--- config.mk ---
export PLATFORM = sky130hd
export DESIGN_NAME = uart_wb_cfg_seq
export DESIGN_NICKNAME = d
export VERILOG_FILES = /design/src/rtl/uart_wb_cfg_seq.sv
export SDC_FILE = /design/constraint.sdc
export NUM_CORES = 1
export LEC_CHECK = 0
export ABC_AREA = 1
export CAP_MARGIN = 25
export CORE_UTILIZATION = 51
export CTS_CLUSTER_SIZE = 8
export DETAILED_ROUTE_END_ITERATION = 8
export PLACE_DENSITY_LB_ADDON = 0.12
export REMOVE_ABC_BUFFERS = 1
export SYNTH_ARGS = -nofsm -noshare
export SYNTH_HDL_FRONTEND = slang
export SYNTH_SLANG_ARGS = --single-unit
--- constraint.sdc ---
create_clock -name clk -period 2 [get_ports clk]
set_input_delay 0.4 -clock clk [delete_from_list [all_inputs] [get_ports clk]]
set_output_delay 0.4 -clock clk [all_outputs]
set_load 0.01 [all_outputs]
--- src/rtl/uart_wb_cfg_seq.sv ---
// Wishbone master that programs a 16550-style UART register file:
// LCR(DLAB=1), DLL, DLM, LCR(DLAB=0), FCR, IER, MCR, then reads LCR back.
module uart_wb_cfg_seq #(
    parameter int         ACK_TIMEOUT = 16,
    parameter logic [3:0] SEL_VALUE   = 4'b0001
) (
    input  logic        clk,
    input  logic        wb_rst_i,
    input  logic        start,
    input  logic [15:0] divisor,
    input  logic [6:0]  lcr_fmt,
    input  logic [7:0]  fcr_val,
    input  logic [3:0]  ier_val,
    input  logic [4:0]  mcr_val,
    output logic [4:0]  wb_adr_o,
    output logic [7:0]  wb_dat_o,
    input  logic [7:0]  wb_dat_i,
    output logic [3:0]  wb_sel_o,
    output logic        wb_we_o,
    output logic        wb_stb_o,
    output logic        wb_cyc_o,
    input  logic        wb_ack_i,
    output logic        busy,
    output logic        done,
    output logic        err,
    output logic [1:0]  err_code,
    output logic [2:0]  err_step
);

    localparam logic [1:0] S_IDLE = 2'd0;
    localparam logic [1:0] S_REQ  = 2'd1;
    localparam logic [1:0] S_GAP  = 2'd2;
    localparam logic [1:0] S_FIN  = 2'd3;

    localparam logic [7:0] TMO_LAST = 8'(ACK_TIMEOUT - 1);

    localparam logic [1:0] E_NONE = 2'b00;
    localparam logic [1:0] E_TMO  = 2'b01;
    localparam logic [1:0] E_RDBK = 2'b10;
    localparam logic [1:0] E_DIV0 = 2'b11;

    logic [1:0]  state_q, state_d;
    logic [2:0]  step_q, step_d;
    logic [7:0]  tmo_q, tmo_d;
    logic [15:0] div_q, div_d;
    logic [6:0]  lcr_q, lcr_d;
    logic [7:0]  fcr_q, fcr_d;
    logic [3:0]  ier_q, ier_d;
    logic [4:0]  mcr_q, mcr_d;
    logic [4:0]  adr_q, adr_d;
    logic [7:0]  dat_q, dat_d;
    logic        we_q, we_d;
    logic        cyc_q, cyc_d;
    logic        busy_q, busy_d;
    logic        done_q, done_d;
    logic        err_q, err_d;
    logic [1:0]  code_q, code_d;
    logic [2:0]  estep_q, estep_d;

    // Bus word {adr, we, dat} for one step of the programming sequence.
    function automatic logic [13:0] step_word(
        input logic [2:0]  s,
        input logic [15:0] dv,
        input logic [6:0]  lf,
        input logic [7:0]  fc,
        input logic [3:0]  ie,
        input logic [4:0]  mc
    );
        case (s)
            3'd0:    return {5'd3, 1'b1, 1'b1, lf};
            3'd1:    return {5'd0, 1'b1, dv[7:0]};
            3'd2:    return {5'd1, 1'b1, dv[15:8]};
            3'd3:    return {5'd3, 1'b1, 1'b0, lf};
            3'd4:    return {5'd2, 1'b1, fc};
            3'd5:    return {5'd1, 1'b1, 4'b0000, ie};
            3'd6:    return {5'd4, 1'b1, 3'b000, mc};
            default: return {5'd3, 1'b0, 8'h00};
        endcase
    endfunction

    // Next-state logic for the sequencer FSM, bus registers and status.
    always_comb begin
        state_d = state_q;
        step_d  = step_q;
        tmo_d   = tmo_q;
        div_d   = div_q;
        lcr_d   = lcr_q;
        fcr_d   = fcr_q;
        ier_d   = ier_q;
        mcr_d   = mcr_q;
        adr_d   = adr_q;
        dat_d   = dat_q;
        we_d    = we_q;
        cyc_d   = cyc_q;
        busy_d  = busy_q;
        done_d  = 1'b0;
        err_d   = err_q;
        code_d  = code_q;
        estep_d = estep_q;
        case (state_q)
            S_IDLE: begin
                if (start) begin
                    div_d   = divisor;
                    lcr_d   = lcr_fmt;
                    fcr_d   = fcr_val;
                    ier_d   = ier_val;
                    mcr_d   = mcr_val;
                    err_d   = 1'b0;
                    code_d  = E_NONE;
                    estep_d = 3'd0;
                    busy_d  = 1'b1;
                    step_d  = 3'd0;
                    tmo_d   = 8'd0;
                    if (divisor == 16'd0) begin
                        err_d   = 1'b1;
                        code_d  = E_DIV0;
                        state_d = S_FIN;
                    end else begin
                        {adr_d, we_d, dat_d} = step_word(3'd0, divisor, lcr_fmt,
                                                         fcr_val, ier_val, mcr_val);
                        cyc_d   = 1'b1;
                        state_d = S_REQ;
                    end
                end
            end
            S_REQ: begin
                if (wb_ack_i || tmo_q == TMO_LAST) begin
                    cyc_d = 1'b0;
                    we_d  = 1'b0;
                    adr_d = 5'd0;
                    dat_d = 8'd0;
                end
                if (wb_ack_i) begin
                    if (step_q == 3'd7) begin
                        state_d = S_FIN;
                        if (wb_dat_i != {1'b0, lcr_q}) begin
                            err_d   = 1'b1;
                            code_d  = E_RDBK;
                            estep_d = 3'd7;
                        end
                    end else begin
                        state_d = S_GAP;
                    end
                end else if (tmo_q == TMO_LAST) begin
                    err_d   = 1'b1;
                    code_d  = E_TMO;
                    estep_d = step_q;
                    state_d = S_FIN;
                end else begin
                    tmo_d = tmo_q + 8'd1;
                end
            end
            S_GAP: begin
                step_d = step_q + 3'd1;
                tmo_d  = 8'd0;
                {adr_d, we_d, dat_d} = step_word(step_q + 3'd1, div_q, lcr_q,
                                                 fcr_q, ier_q, mcr_q);
                cyc_d   = 1'b1;
                state_d = S_REQ;
            end
            default: begin
                done_d  = 1'b1;
                busy_d  = 1'b0;
                state_d = S_IDLE;
            end
        endcase
    end

    // State registers with synchronous reset.
    always_ff @(posedge clk) begin
        if (wb_rst_i) begin
            state_q <= S_IDLE;
            step_q  <= 3'd0;
            tmo_q   <= 8'd0;
            div_q   <= 16'd0;
            lcr_q   <= 7'd0;
            fcr_q   <= 8'd0;
            ier_q   <= 4'd0;
            mcr_q   <= 5'd0;
            adr_q   <= 5'd0;
            dat_q   <= 8'd0;
            we_q    <= 1'b0;
            cyc_q   <= 1'b0;
            busy_q  <= 1'b0;
            done_q  <= 1'b0;
            err_q   <= 1'b0;
            code_q  <= 2'b00;
            estep_q <= 3'd0;
        end else begin
            state_q <= state_d;
            step_q  <= step_d;
            tmo_q   <= tmo_d;
            div_q   <= div_d;
            lcr_q   <= lcr_d;
            fcr_q   <= fcr_d;
            ier_q   <= ier_d;
            mcr_q   <= mcr_d;
            adr_q   <= adr_d;
            dat_q   <= dat_d;
            we_q    <= we_d;
            cyc_q   <= cyc_d;
            busy_q  <= busy_d;
            done_q  <= done_d;
            err_q   <= err_d;
            code_q  <= code_d;
            estep_q <= estep_d;
        end
    end

    assign wb_adr_o = adr_q;
    assign wb_dat_o = dat_q;
    assign wb_we_o  = we_q;
    assign wb_cyc_o = cyc_q;
    assign wb_stb_o = cyc_q;
    assign wb_sel_o = cyc_q ? SEL_VALUE : 4'b0000;
    assign busy     = busy_q;
    assign done     = done_q;
    assign err      = err_q;
    assign err_code = code_q;
    assign err_step = estep_q;

endmodule

==> results by stage, run 1 <==
Place:
- The wire-length estimate of the detail-placed layout is roughly 7.2 mm.
- After detailed placement, the design holds a cell count of 745.
- At the end of routability-driven placement, the weighted congestion stood at 0.862.
- Once placement finished, the instance area stood at 4740 µm².
- Input and output buffers added on the ports amount to 74.
- The pre-CTS setup slack is -23.7 ps.

Yosys:
- The portion of the post-synthesis area used by sequential elements is 0.388.
- The compound-gate portion of the synthesized area is 0.129.
- The most frequent cell after synthesis is nor2_1.
- The area share of and/or/nand/nor cells after synthesis is 0.345.
- The distinct cell type count after synthesis is 30.
- Of the total synthesized cell area, the portion taken by XOR and XNOR cells is 0.0252.
- Dividing the synthesized area by the synthesized cell count gives 6.67 µm².
- During synthesis, Yosys emitted a total of 0 warnings.
- Of the total synthesized cell area, the portion taken by full adders, half adders and majority gates is 0.0393.
- Yosys mapped a number of flops with a built-in enable equal to 0.
- The mux share of post-synthesis cell area is 0.
- The top cell type by total area after synthesis is dfxtp_1.
- The most used flip-flop cell after synthesis is dfxtp_1.
- The gate count of the mapped netlist is 573.
- In this run, synthesis produced a sequential element count of 74.
- In the post-synthesis netlist, the biggest area contributors are dfxtp_1, nor2_1, nand2_1, o21ai_0, ha_1.
- The commonest cells after synthesis are nor2_1, nand2_1, dfxtp_1.
- The post-synthesis instance area is 3820 µm².
- In the synthesized netlist the async set-or-reset flop fraction comes to 0.
- Of the post-synthesis cell area, the dominant cell type holds 0.388.
- By area, the combinational part of the netlist is dominated by simple AND/OR/NAND/NOR gates.

Final layout:
- The area occupied by multi-input gates is 2100 µm².
- The fraction of final layout cells with drive strength greater than 1 is 0.0965.
- After routing the design area is 4990 µm².
- At the end of the flow, the number of nets in the layout was 722.
- The fill cell instance count of the final layout is 638.
- The count of cells in the finished layout, fillers not included, comes to approximately 760.
- The number of antenna diodes in the final layout is 0.
- The storage element area is 1480 µm².
- The growth of design area from synthesis to finish is 30.6%.

STA:
- The tightest hold path in the finished design has a slack of 463 ps.
- In this run the tightest slew margin relative to its limit is 0.630.
- At the pin with the least slew margin, the transition time is 555 ps.
- The maximum clock skew at final layout is 6.01 ps.
- The final critical path time including I/O delays and setup is 1830 ps.
- The final setup violation count is 0.
- The total count of hold-check failures in the final report is 0.
- The number of slew-limit violations in the final report is 0.
- Derived from the worst setup path, the maximum achievable clock frequency is between 0.5 and 0.6 GHz.
- Setup repair after global routing left no endpoint under its margin.
- Dividing the final minimum period by the clock period gives 0.914.
- The worst path meets setup with 172 ps of slack.

GRT:
- For this run, global-route usage on met1 was measured as 0.339.
- The global-route congestion overflow total is 0.
- The global routing met3 resource utilization is 0.0476.
- The layer flagged by global routing as most heavily used is met2.
- The initial antenna violation count was 0.
- The global-route met2 utilization is 0.446.
- The via count of the first global-routing pass is about 3,500.
- Entering global routing, the biggest net connects 37 pins.
- The total global routing track utilization is 0.266.
- The first global-routing pass estimated 15.9 mm of wire.

Worst setup path:
- The nature of the critical path startpoint is a register.
- The slowest library cell on the worst path is dfxtp_1.
- The reg-to-reg setup timing slack is 170 ps.
- Counting both buffers and inverters, the worst setup path holds a total of 3.
- The critical path endpoint category is a register.
- The largest single stage delay on the critical path is 410 ps.
- The maximum fanout encountered on the critical timing path is 8.
- Walking the worst path, the cells encountered are inv_1, ha_1, inv_1, nor2_1, nor2_1, nand3_2, buf_4, nor2_1, nor2_1.
- Data on the critical path arrives at its endpoint at approximately 2100 ps.
- The cell seen most often among critical-path stages is nor2_1.
- The critical path in this run is classified as register to register.
- STA puts the critical path data required time at 2250 ps.
- The gate family responsible for the most delay along the worst path is simple AND/OR/NAND/NOR gates.

Power and ir drop:
- Of the total power, registers draw 0.338.
- The switching power as a share of total power is 0.394.
- Cell internal power was estimated by the tool at 3880 µW.
- The switching power is 2520 µW.
- The power density over the cells is 1280 nW/µm².
- The worst-case IR drop observed on VDD is 608 µV.
- The static leakage power is ~0.0021 µW.
- The share of total power in combinational logic is 0.461.
- The power after layout is 6390 µW.
- The share of total power dissipated in the clock network is 0.201.

Die:
- The floorplan step set the die width to 88.6 µm.
- The placeable core area is 7250 µm².
- The height of the die is 88.6 µm.
- The die area is 7840 µm².
- During I/O placement, the number of pins put on the boundary was 80.
- The effective utilization at floorplan is 0.527.
- The floorplan has 31 rows.

Clock tree:
- The tree is rooted in a clkbuf_8.
- Clock latency on the worst-skew pair, taken at its later pin, is 350 ps.
- The clock passes through at most 2 buffers.
- In this run, post-CTS hold repair placed 0 buffers.
- The CTS H-tree depth is 3.
- Clock tree synthesis found a total of 74 sinks.
- TritonCTS built the clock tree.
- The clock slew seen by the registers of the worst setup and hold paths is 80 ps.
- In this run, CTS created clock tree buffers numbering 9.

Routing:
- For this block, the initial DRC count from the detailed router was 220.
- The detailed-route DRC error count is 0.
- The average detailed-routed wire length per instance is 12.7 µm.
- The via total after detailed routing is roughly 3,800.
- After detailed routing, the total wire length is 9.70 mm.
- The detailed-router iteration count before antenna repair is 5.
- The detail route stage leaves a number of antenna-violating nets equal to 0.
- After detailed routing, the number of vias per cell comes to 5.03.

Worst hold path:
- The class of the most critical hold timing path is register to register.

Run status:
- The flow ran to the end, and the final reports show no timing, DRC or antenna violations.

Run:
- The number of maximum-capacitance violations is 0.
## per-stage QoR
step            util  setup TNS [ps]
6_report       0.688               0
3_3_place_gp   0.653               0
4_1_cts        0.683               0
2_1_floorplan      -            -351
3_5_place_dp   0.653           -41.4
5_1_grt        0.688               0
## routing by layer
layer	part of all wire	wire, µm
met1	0.44	4300
met2	0.48	4690
met3	0.053	511
met4	0.020	195
met5	0	0
## cells in the final DEF (no fill, tap or decap), drive strengths merged
cell           count
o21ai             56
ha                12
nand4              6
o21a               1
clkbuf            11
nor3               2
conb               5
xor2               2
buf               23
o21bai             1
a211oi             2
dfxtp             74
xnor2              9
inv               33
bufinv             2
nand2            140
nand3             31
nor3b              1
clkinvlp           2
a21oi             30
clkdlybuf4s50     74
nor2             142
clkinv             4
## worst reg2reg max path: stages (launching register included)
cell and delay [ps]:
dfxtp_1 410, inv_1 100, ha_1 270, inv_1 90, nor2_1 80, nor2_1 230, nand3_2 170, buf_4 200
nor2_1 130, nor2_1 50
## final cells by class
| cell class | count | share of cell area |
|---|---|---|
| well taps | 99 | 0.0248 |
| clock inverters | 5 | 0.0155 |
| multi-input cells | 440 | 0.421 |
| flip-flops and latches | 74 | 0.297 |
| clock buffers | 11 | 0.0283 |
| repair buffers | 97 | 0.186 |
| inverters | 36 | 0.0278 |
## registers in the layout (all words and copies together) (netlist names), 4 cells and up
register and count:
mcr_q 5, tmo_q 8, div_q 16, ier_q 4, fcr_q 8, lcr_q 7
wb_dat_o 8
## worst paths after layout
check / from / end / cells after the start
setup reg to reg: state_q[0] / wb_dat_o[4] / 9
setup / recovery: state_q[0] / wb_dat_o[4] / 9
hold / removal: mcr_q[4] / mcr_q[4] / 2
hold reg to reg: mcr_q[4] / mcr_q[4] / 2
## kinds of logic (layout without fill, tap and decap cells)
logic type      count (synthesis)  in the layout
compound gates                 90             90
xor+xnor                       11             11
fa+ha+maj                      12             12
buf+inv                        63            149
flops                          74             74
other cells                     1              5
simple gates                  322            322
## power groups by stage
stage | Sequential (µW) | Clock [µW] | Combinational [µW]
finish | 2160 | 1290 | 2950
global route | 2220 | 1370 | 3290
CTS | 2160 | 1310 | 2920
detailed placement | 2190 | 0 | 2910
global placement | 2180 | 0 | 2860
floorplan | 2230 | 0 | 1660
## timing repair
action / 4_1_cts / 5_1_grt
endpoints found under the setup margin: 0 / 10
gates resized for setup: 0 / 8
buffers inserted: 0 / 1
hold endpoints to repair: 0 / 0
Power figures use the tool's default switching activity.
==> run 2, diff against run 1 <==
--- a/config.mk
+++ b/config.mk
@@ -7,6 +7,7 @@
 export LEC_CHECK = 0
 export ABC_AREA = 1
 export CAP_MARGIN = 25
+export CORE_MARGIN = 10
 export CORE_UTILIZATION = 51
 export CTS_CLUSTER_SIZE = 8
 export DETAILED_ROUTE_END_ITERATION = 8
==> results by stage, run 2 (same netlist as run 1, synthesis figures left out) <==
Run status:
- Result of the run: finished, final reports clean (unchanged).

Clock tree:
- The count of instances resized after the clock tree is built came to 0 (unchanged).
- The post-CTS repair timing setup buffer count is 0 (unchanged).
- The buffer type at the clock tree root is clkbuf_8 (unchanged).
- The CTS H-tree depth came to 3 (unchanged).
- The number of buffers inserted by hold repair at cts is 0 (unchanged).
- The TritonCTS sink count is 74 (unchanged).
- The clock buffer count from CTS is 9 (unchanged).
- The CTS tree is built (unchanged).
- The clock network latency to the later pin of the worst-skew pair was 350 ps (about the same).
- The buffer depth of the longest clock path is 2 (unchanged).
- The clock slew seen by the registers of the worst setup and hold paths is 70 ps (was 80 ps).

Place:
- The total of buffers placed on input and output ports is 74 (unchanged).
- The half-perimeter wire length of the detailed placement result is 7.82 mm (was 7.24 mm).
- The pre-CTS setup slack is -74.7 ps (was -23.7 ps).
- The final weighted congestion of routability-driven global placement came to 0.894 (was 0.862).
- The cell count after placement came to 742 (was 745).

GRT:
- The total global routing track utilization is 0.182 (was 0.266).
- The global-route congestion overflow total is 0 (unchanged).
- The initial antenna violation count came to 0 (unchanged).
- The largest net degree at the start of global routing came to 55 (was 37).
- The via count of the first global-routing pass is 3,715 (was 3,492).
- The first-pass GRT wire length is 17.2 mm (was 15.9 mm).

Final layout:
- The fill cell instance count of the final layout is 635 (was 638).
- The growth of design area from synthesis to finish is 30.5% (was 30.6%).
- Most frequent cells in the layout: nor2_1, nand2_1, dfxtp_1, clkdlybuf4s50_1, o21ai_0 (was nor2_1, nand2_1, clkdlybuf4s50_1, dfxtp_1, o21ai_0).
- The leading cell type in the layout, fill and taps excluded is nor2_1 (unchanged).
- The final antenna diode count was 0 (unchanged).
- The final-stage net count came to 718 (was 722).
- The fraction of final layout cells with drive strength greater than 1 is 0.0912 (was 0.0965).
- The storage element area is 1480 µm² (about the same).
- The count of placed standard cells in the final layout, fillers left out is 757 (was 762).
- The most flop-heavy register was div_q (unchanged).
- The number of flip-flops in the largest register is 16 (unchanged).
- The area occupied by multi-input gates came to 2100 µm² (about the same).

Worst setup path:
- The endpoint arrival time on the critical path came to 2130 ps (was 2080 ps).
- The slowest library cell on the worst path is dfxtp_1 (unchanged).
- The gate family responsible for the most delay along the worst path is simple AND/OR/NAND/NOR gates (unchanged).
- The nature of the critical path startpoint is a register (unchanged).
- The cell seen most often among critical-path stages was inv_1 (was nor2_1).
- The maximum fanout encountered on the critical timing path is 14 (was 8).
- The critical path endpoint category is a register (unchanged).
- The path type of the worst setup path was register to register (unchanged).
- The endpoint required time on the critical path came to 2280 ps (was 2250 ps).
- Crit path cell chain: inv_1, ha_1, inv_1, nor2_1, inv_1, nand3_2, nor2_4, o21ai_0, nor2_1 (was inv_1, ha_1, inv_1, nor2_1, nor2_1, nand3_2, buf_4, nor2_1, nor2_1).
- The critical path buffer and inverter count is 3 (unchanged).
- The highest cell delay on the worst timing path is 420 ps (was 410 ps).

Routing:
- The via total after detailed routing is 3,770 (was 3,831).
- The number of design-rule violations left by the first detailed-router iteration is 215 (was 220).
- The final routed wirelength across all metal layers was 10.4 mm (was 9.70 mm).
- The post-detailed-route via-to-cell ratio is 4.98 (was 5.03).
- The detailed-router iteration count before antenna repair is 7 (was 5).
- The remaining number of nets flagged by the antenna check after routing is 0 (unchanged).
- The detailed-route DRC error count is 0 (unchanged).
- The average detailed-routed wire length per instance was 13.7 µm (was 12.7 µm).

STA:
- The number of slew-limit violations in the final report was 0 (unchanged).
- The peak clock frequency supported by timing is 0.542 GHz (was 0.547 GHz).
- RSZ-0062 raised after global routing: true (was false).
- The maximum clock skew at final layout is 6.56 ps (was 6.01 ps).
- The final setup violation count came to 0 (unchanged).
- The final worst-path cycle share is 0.922 (was 0.914).
- The total count of hold-check failures in the final report is 0 (unchanged).
- The worst hold slack after final layout is 464 ps (was 463 ps).
- The final critical path time including I/O delays and setup is 1840 ps (was 1830 ps).
- The slack of the critical path came to 157 ps (was 172 ps).

Power and ir drop:
- The power density over the cells came to 1300 nW/µm² (was 1280 nW/µm²).
- The static leakage power is 0.00215 µW (about the same).
- The maximum ir drop on the vdd rail is 577 µV (was 608 µV).

Die:
- The number of primary I/O pins was 80 (unchanged).
- The floorplan row count is 31 (unchanged).
- The height of the die is 107 µm (was 88.6 µm).
- The effective utilization at floorplan came to 0.527 (unchanged).
- The placeable core area was 7250 µm² (unchanged).
- The width of the die was 107 µm (was 88.6 µm).
- The die area is 11,400 µm² (was 7840 µm²).

Worst hold path:
- The class of the most critical hold timing path is register to register (unchanged).

Run:
- The number of maximum-capacitance violations is 0 (unchanged).
-- run 2: cell count changes in the layout (fill, tap and decap cells not counted), sizes merged --
cell and change:
buf -4, clkinvlp -1, clkinv -1, bufinv +1, clkbuf -1, inv +1
-- run 2: final timing paths --
kind / startpoint / to / slack (ps) / cells after the start
setup reg to reg: state_q[0] / wb_dat_o[2] / 160 / 9
setup / recovery: state_q[0] / wb_dat_o[2] / 160 / 9
hold reg to reg: err_step[1] / err_step[1] / 460 / 2
hold / removal: err_step[1] / err_step[1] / 460 / 2
-- run 2: stage by stage --
stage | TNS, ps | util | area (µm²) | power, µW
floorplan | -351 | - | 3690 | 3880
global placement | 0 | 0.652 | 4730 | 5050
detailed placement | -283 | 0.652 | 4730 | 5100
CTS | 0 | 0.685 | 4970 | 6500
global route | -9.78 | 0.688 | 4990 | 6960
finish | 0 | 0.688 | 4990 | 6490
-- run 2: cell type report --
class                           count  area share
Tap cell                           99      0.0248
Multi-Input combinational cell    440       0.421
Inverter                           36      0.0271
Clock inverter                      5      0.0206
Clock buffer                       10      0.0276
Sequential cell                    74       0.297
Timing Repair Buffer               93       0.182
-- run 2: per-layer routing --
| metal | up-vias | global-route usage | share of wire |
|---|---|---|---|
| met3 | 15 | 0.0531 | 0.049 |
| met1 | 1704 | 0.213 | 0.45 |
| li1 | 1970 | - | - |
| met2 | 81 | 0.317 | 0.49 |
| met4 | 0 | 0.0493 | 0.013 |
| met5 | - | 0 | 0 |
-- run 2: worst register-to-register path: cells and delay by family, from the launching register on --
family                     cells  cell delay [ps]
adders and majority gates      1              260
AOI/OAI and AO/OA              1              130
buffers and inverters          3              330
DFF                            1              420
and+or+nand+nor                4              630
-- run 2: report_power, final --
part | total, µW | switching [µW] | internal, µW
combinational | 2930 | 1700 | 1230
clock | 1400 | 547 | 853
sequential | 2160 | 262 | 1900
total | 6490 | 2510 | 3980
